--- src/rtl/grf_wb_arbiter.sv ---
// Write-side front end of the GRF: merges pipeline writes (A) and queued
// multi-cycle producer writes (B) onto the single register-file write port.
module grf_wb_arbiter #(
  parameter int unsigned DEPTH        = 4,
  parameter int unsigned STARVE_LIMIT = 8
) (
  input  logic                     clk,
  input  logic                     reset,
  input  logic                     a_valid,
  input  logic [4:0]               a_reg,
  input  logic [31:0]              a_data,
  input  logic                     b_valid,
  output logic                     b_ready,
  input  logic [4:0]               b_reg,
  input  logic [31:0]              b_data,
  output logic                     a_stall,
  output logic                     wr_en,
  output logic [4:0]               wr_reg,
  output logic [31:0]              wr_data,
  output logic [$clog2(DEPTH):0]   q_count,
  input  logic [4:0]               pend_reg1,
  input  logic [4:0]               pend_reg2,
  output logic                     pend1,
  output logic                     pend2,
  output logic                     err
);

  localparam int unsigned AW = $clog2(DEPTH);
  localparam int unsigned PW = AW + 1;

  logic [4:0]    fifo_reg  [DEPTH];
  logic [31:0]   fifo_data [DEPTH];
  logic [PW-1:0] rd_ptr;
  logic [PW-1:0] wr_ptr;
  logic [7:0]    age;
  logic          empty;
  logic          full;
  logic          push;
  logic          pop;
  logic          take_a;
  logic          hit1;
  logic          hit2;
  logic [AW-1:0] idx;

  // Pointer MSB differs when the buffer has wrapped: equal low bits then means full.
  assign empty = (rd_ptr == wr_ptr);
  assign full  = (rd_ptr[AW] != wr_ptr[AW]) && (rd_ptr[AW-1:0] == wr_ptr[AW-1:0]);

  // Write-port selection: a starved head beats the pipeline, then A, then the FIFO.
  always_comb begin
    b_ready = !full;
    a_stall = !empty && (age >= 8'(STARVE_LIMIT));
    push    = b_valid && !full && (b_reg != 5'd0);
    pop     = 1'b0;
    take_a  = 1'b0;
    if (a_stall) begin
      pop = 1'b1;
    end else if (a_valid && (a_reg != 5'd0)) begin
      take_a = 1'b1;
    end else if (!empty) begin
      pop = 1'b1;
    end
  end

  // Outstanding-write lookup over the occupied FIFO slots plus the staged write.
  always_comb begin
    hit1 = 1'b0;
    hit2 = 1'b0;
    idx  = '0;
    for (int unsigned k = 0; k < DEPTH; k++) begin
      idx = rd_ptr[AW-1:0] + AW'(k);
      if (PW'(k) < q_count) begin
        if (fifo_reg[idx] == pend_reg1) hit1 = 1'b1;
        if (fifo_reg[idx] == pend_reg2) hit2 = 1'b1;
      end
    end
    pend1 = (pend_reg1 != 5'd0) && (hit1 || (wr_en && (wr_reg == pend_reg1)));
    pend2 = (pend_reg2 != 5'd0) && (hit2 || (wr_en && (wr_reg == pend_reg2)));
  end

  // Storage needs no reset: occupancy is tracked entirely by the pointers.
  always_ff @(posedge clk) begin
    if (push) begin
      fifo_reg[wr_ptr[AW-1:0]]  <= b_reg;
      fifo_data[wr_ptr[AW-1:0]] <= b_data;
    end
  end

  always_ff @(posedge clk or posedge reset) begin
    if (reset) begin
      rd_ptr  <= '0;
      wr_ptr  <= '0;
      q_count <= '0;
      age     <= '0;
      wr_en   <= 1'b0;
      wr_reg  <= '0;
      wr_data <= '0;
      err     <= 1'b0;
    end else begin
      if (push) wr_ptr <= wr_ptr + PW'(1);
      if (pop)  rd_ptr <= rd_ptr + PW'(1);

      case ({push, pop})
        2'b10:   q_count <= q_count + PW'(1);
        2'b01:   q_count <= q_count - PW'(1);
        default: q_count <= q_count;
      endcase

      if (empty || pop) begin
        age <= '0;
      end else if (age != 8'hFF) begin
        age <= age + 8'd1;
      end

      if (pop) begin
        wr_en   <= 1'b1;
        wr_reg  <= fifo_reg[rd_ptr[AW-1:0]];
        wr_data <= fifo_data[rd_ptr[AW-1:0]];
      end else if (take_a) begin
        wr_en   <= 1'b1;
        wr_reg  <= a_reg;
        wr_data <= a_data;
      end else begin
        wr_en   <= 1'b0;
      end

      if (a_valid && a_stall) err <= 1'b1;
    end
  end

endmodule
--- config.mk ---
export PLATFORM = sky130hd
export DESIGN_NAME = grf_wb_arbiter
export DESIGN_NICKNAME = d
export VERILOG_FILES = /design/src/rtl/grf_wb_arbiter.sv
export SDC_FILE = /design/constraint.sdc
export NUM_CORES = 1
export LEC_CHECK = 0
export BUFFER_PORTS_ARGS = -buffer_cell sky130_fd_sc_hd__buf_2
export CAP_MARGIN = 0
export CORE_MARGIN = 2
export CORE_UTILIZATION = 45
export CTS_BUF_LIST = sky130_fd_sc_hd__clkbuf_4 sky130_fd_sc_hd__clkbuf_8
export DETAILED_ROUTE_END_ITERATION = 7
export GPL_ROUTABILITY_DRIVEN = 0
export GPL_TIMING_DRIVEN = 1
export HOLD_SLACK_MARGIN = 0.1
export PLACE_DENSITY = 0.67
export SYNTH_ARGS = -nofsm -noshare
export SYNTH_HDL_FRONTEND = slang
export SYNTH_SLANG_ARGS = --single-unit
--- constraint.sdc ---
create_clock -name clk -period 2.8 [get_ports clk]
set_input_delay 0.42 -clock clk [delete_from_list [all_inputs] [get_ports clk]]
set_output_delay 0.42 -clock clk [all_outputs]
set_load 0.005 [all_outputs]
==> impl_metrics.csv <==
group,metric,value,unit
clocking,cts_tree,"built",
die,num_rows,51,
final_layout,largest_reg_flops,128,
pwr,p_per_area,1140,mW/mm2
yosys,synthesis.instances,555,
final_layout,drive_gt1_frac,0.364,
yosys,synth_area_per_cell,16.3,um2
final_layout,area_growth,26.1,%
die,dieHeight,146,um
die,io_pins,134,
drt,vias,5494,
clocking,insertion_delay,0.56,ns
yosys,yosys_warnings,0,
setup_path,cp-end-kind,"output pin",
setup_path,r2r-start,"rd_ptr[1]$_DFFE_PP0N_",
yosys,yosysTopAreaCell,"edfxtp_1",
timing,worst_pin_slew,0.694,ns
grt,grt_first_pass_wirelength,31500,um
clocking,cts_made_buffers,30,
setup_path,crit_start,"rd_ptr[0]$_DFFE_PP0N_",
drt,final_antenna_net_count,0,
die,fp.dieW,146,um
yosys,ys_ff_latch,204,
yosys,ys_seq_area_frac,0.647,
pwr,leakage,0.00449,uW
grt,grt_pass1_vias,5971,
die,initial_core_util,0.461,
yosys,netlist_area,0.00903,mm2
die,coreArea,0.0196,mm2
placed_design,io_buffers,133,
timing,slew-limit-headroom,0.537,
drt,routed_wl,19500,um
hold_path,min_path_cells,3,
placed_design,dp_slack,-0.142,ns
final_layout,final_cell_mix,"148 x edfxtp_1, 133 x buf_2, 54 x dfrtp_1, 52 x mux4_2, 48 x nor2_1",
grt,gr-total-overflow,0,
drt,avgViaCountPerCell,5.26,
final_layout,fin_nets,853,
run,max_cap_violations,0,
timing,worst_slack,-0.473,ns
setup_path,ff2ff_setup_slack,0.27,ns
timing,finalCritPeriodShare,1.17,
final_layout,fin_area,0.0114,mm2
drt,drt_iter0_drc,298,
setup_path,critPathRequiredTime,2.38,ns
pwr,power,13000,uW
placed_design,placedCellCount,945,
yosys,synth.area.top_cells,"edfxtp_1 49%, dfrtp_1 16%, mux4_2 13%",
setup_path,crit_arrival,2.85,ns
yosys,synthDistinctLibCells,38,
pwr,vdd_ir_drop_max,0.000507,V
placed_design,dpl_cell_area,0.0101,mm2
drt,dr.pass1.iters,6,
clocking,cts-root-buf,"clkbuf_8",
setup_path,critPathLaunchType,"register",
status,status,"finished with violations",
clocking,clk_pin_slew,0.07,ns
clocking,cts-htree-levels,1,
setup_path,cp_max_fo,4,
final_layout,fin_cells,1044,
grt,grt_max_degree,45,
setup_path,endpoint,"pend1",
setup_path,r2r-end,"fifo_data[2][23]$_DFFE_PP_",
yosys,synth_top_area_share,0.492,
die,dieArea,0.0212,mm2
timing,period_needed,3.27,ns
timing,fin_skew,0.0187,ns
timing,rsz0062_at_grt,"yes",
timing,finalSetupViolations,2,
setup_path,critPathKind,"register to output pin",
hold_path,hold_class,"primary input to register",
timing,finalMaxSlewViolations,0,
drt,drc,0,
timing,fmax,306,MHz
placed_design,dp_hpwl,13000,um
grt,track_usage,0.186,
setup_path,rr_worst_depth,7,
clocking,clockBufferDepth,3,
drt,wire_per_inst,18.7,um
grt,antenna_found_initial,2,
timing,timing.hold.ws,0.159,ns
final_layout,mostFrequentLayoutCell,"edfxtp_1",
timing,hold_violations,0,
clocking,clock_sinks,204,
status,violations,"setup timing",
-- through the flow --
stage | utilization | TNS [ns]
3_3_place_gp | 0.517 | -0.0952
6_report | 0.581 | -0.945
3_5_place_dp | 0.517 | -0.253
2_1_floorplan | - | 0
4_1_cts | 0.579 | -0.915
5_1_grt | 0.581 | -1.26
-- critical path, cell delays in order, from the launching register on --
cell	delay [ns]
dfrtp_4	0.50
ha_4	0.33
buf_12	0.12
mux4_2	0.54
xnor2_1	0.20
nand4_1	0.12
nor3_2	0.16
a311oi_1	0.07
a21oi_1	0.14
buf_2	0.12
-- synth_stat cells, drive strengths merged --
library cell,instances
edfxtp,148
dfrtp,56
mux4,52
nor2,49
a21oi,39
mux2i,38
xnor2,33
xor2,28
clkbuf,18
buf,15
nor3,13
ha,11
inv,11
nand2,7
nand4,7
nor4,5
and2,4
a221oi,3
o21ai,3
a31oi,2
nand3,2
or3,2
or4,2
a21o,1
a311oi,1
and3,1
conb,1
mux2,1
o311a,1
o31ai,1
-- area by class of cell --
class                      instances  area [um2]
antenna                            1        2.50
clock buffer                      38         523
clock inverter                    18         246
fill                            1597        8200
inverter                          11        41.3
multi-input combinational        310        3030
sequential                       204        5850
tap                              265         332
timing repair buffer             197        1360
-- repair_timing --
item	in CTS	in global routing
cloned	0	0
setup endpoints to repair	3	3
hold buffers	39	0
hold endpoints to repair	171	0
pin swaps	6	2
buffers inserted	3	0
resized for setup	7	7
-- report_power, final --
part | internal (uW) | switching (uW)
logic | 2720 | 2740
clock network | 1790 | 1160
registers | 4190 | 421
-- worst min-delay path by stage --
stage | start | end
6_report | a_data[6] | wr_data[6]$_DFFE_PP0P_
5_1_grt | a_data[4] | wr_data[4]$_DFFE_PP0P_
4_1_cts | a_data[6] | wr_data[6]$_DFFE_PP0P_
3_5_place_dp | err$_DFFE_PP0P_ | err$_DFFE_PP0P_
3_3_place_gp | err$_DFFE_PP0P_ | err$_DFFE_PP0P_
2_1_floorplan | err$_DFFE_PP0P_ | err$_DFFE_PP0P_
-- cells by family (layout without fill, tap and decap cells) --
kind of cell	Yosys count	in the layout	synth area share
xor+xnor	61	61	0.0592
buf+inv	44	264	0.0245
other cells	1	5	0.000415
compound gates	51	51	0.0326
fa+ha+maj	11	11	0.0152
mux	91	91	0.173
simple gates	92	92	0.0477
flops	204	204	0.647
-- layer usage --
metal  part of all wire  GRT usage  up-vias
met1               0.43      0.244     2730
met5            0.00067          0        -
met3              0.063     0.0389       46
li1                   -          -     2520
met2               0.48      0.314      196
met4              0.022     0.0608        2
No activity file was read; power rests on OpenSTA's default activity.
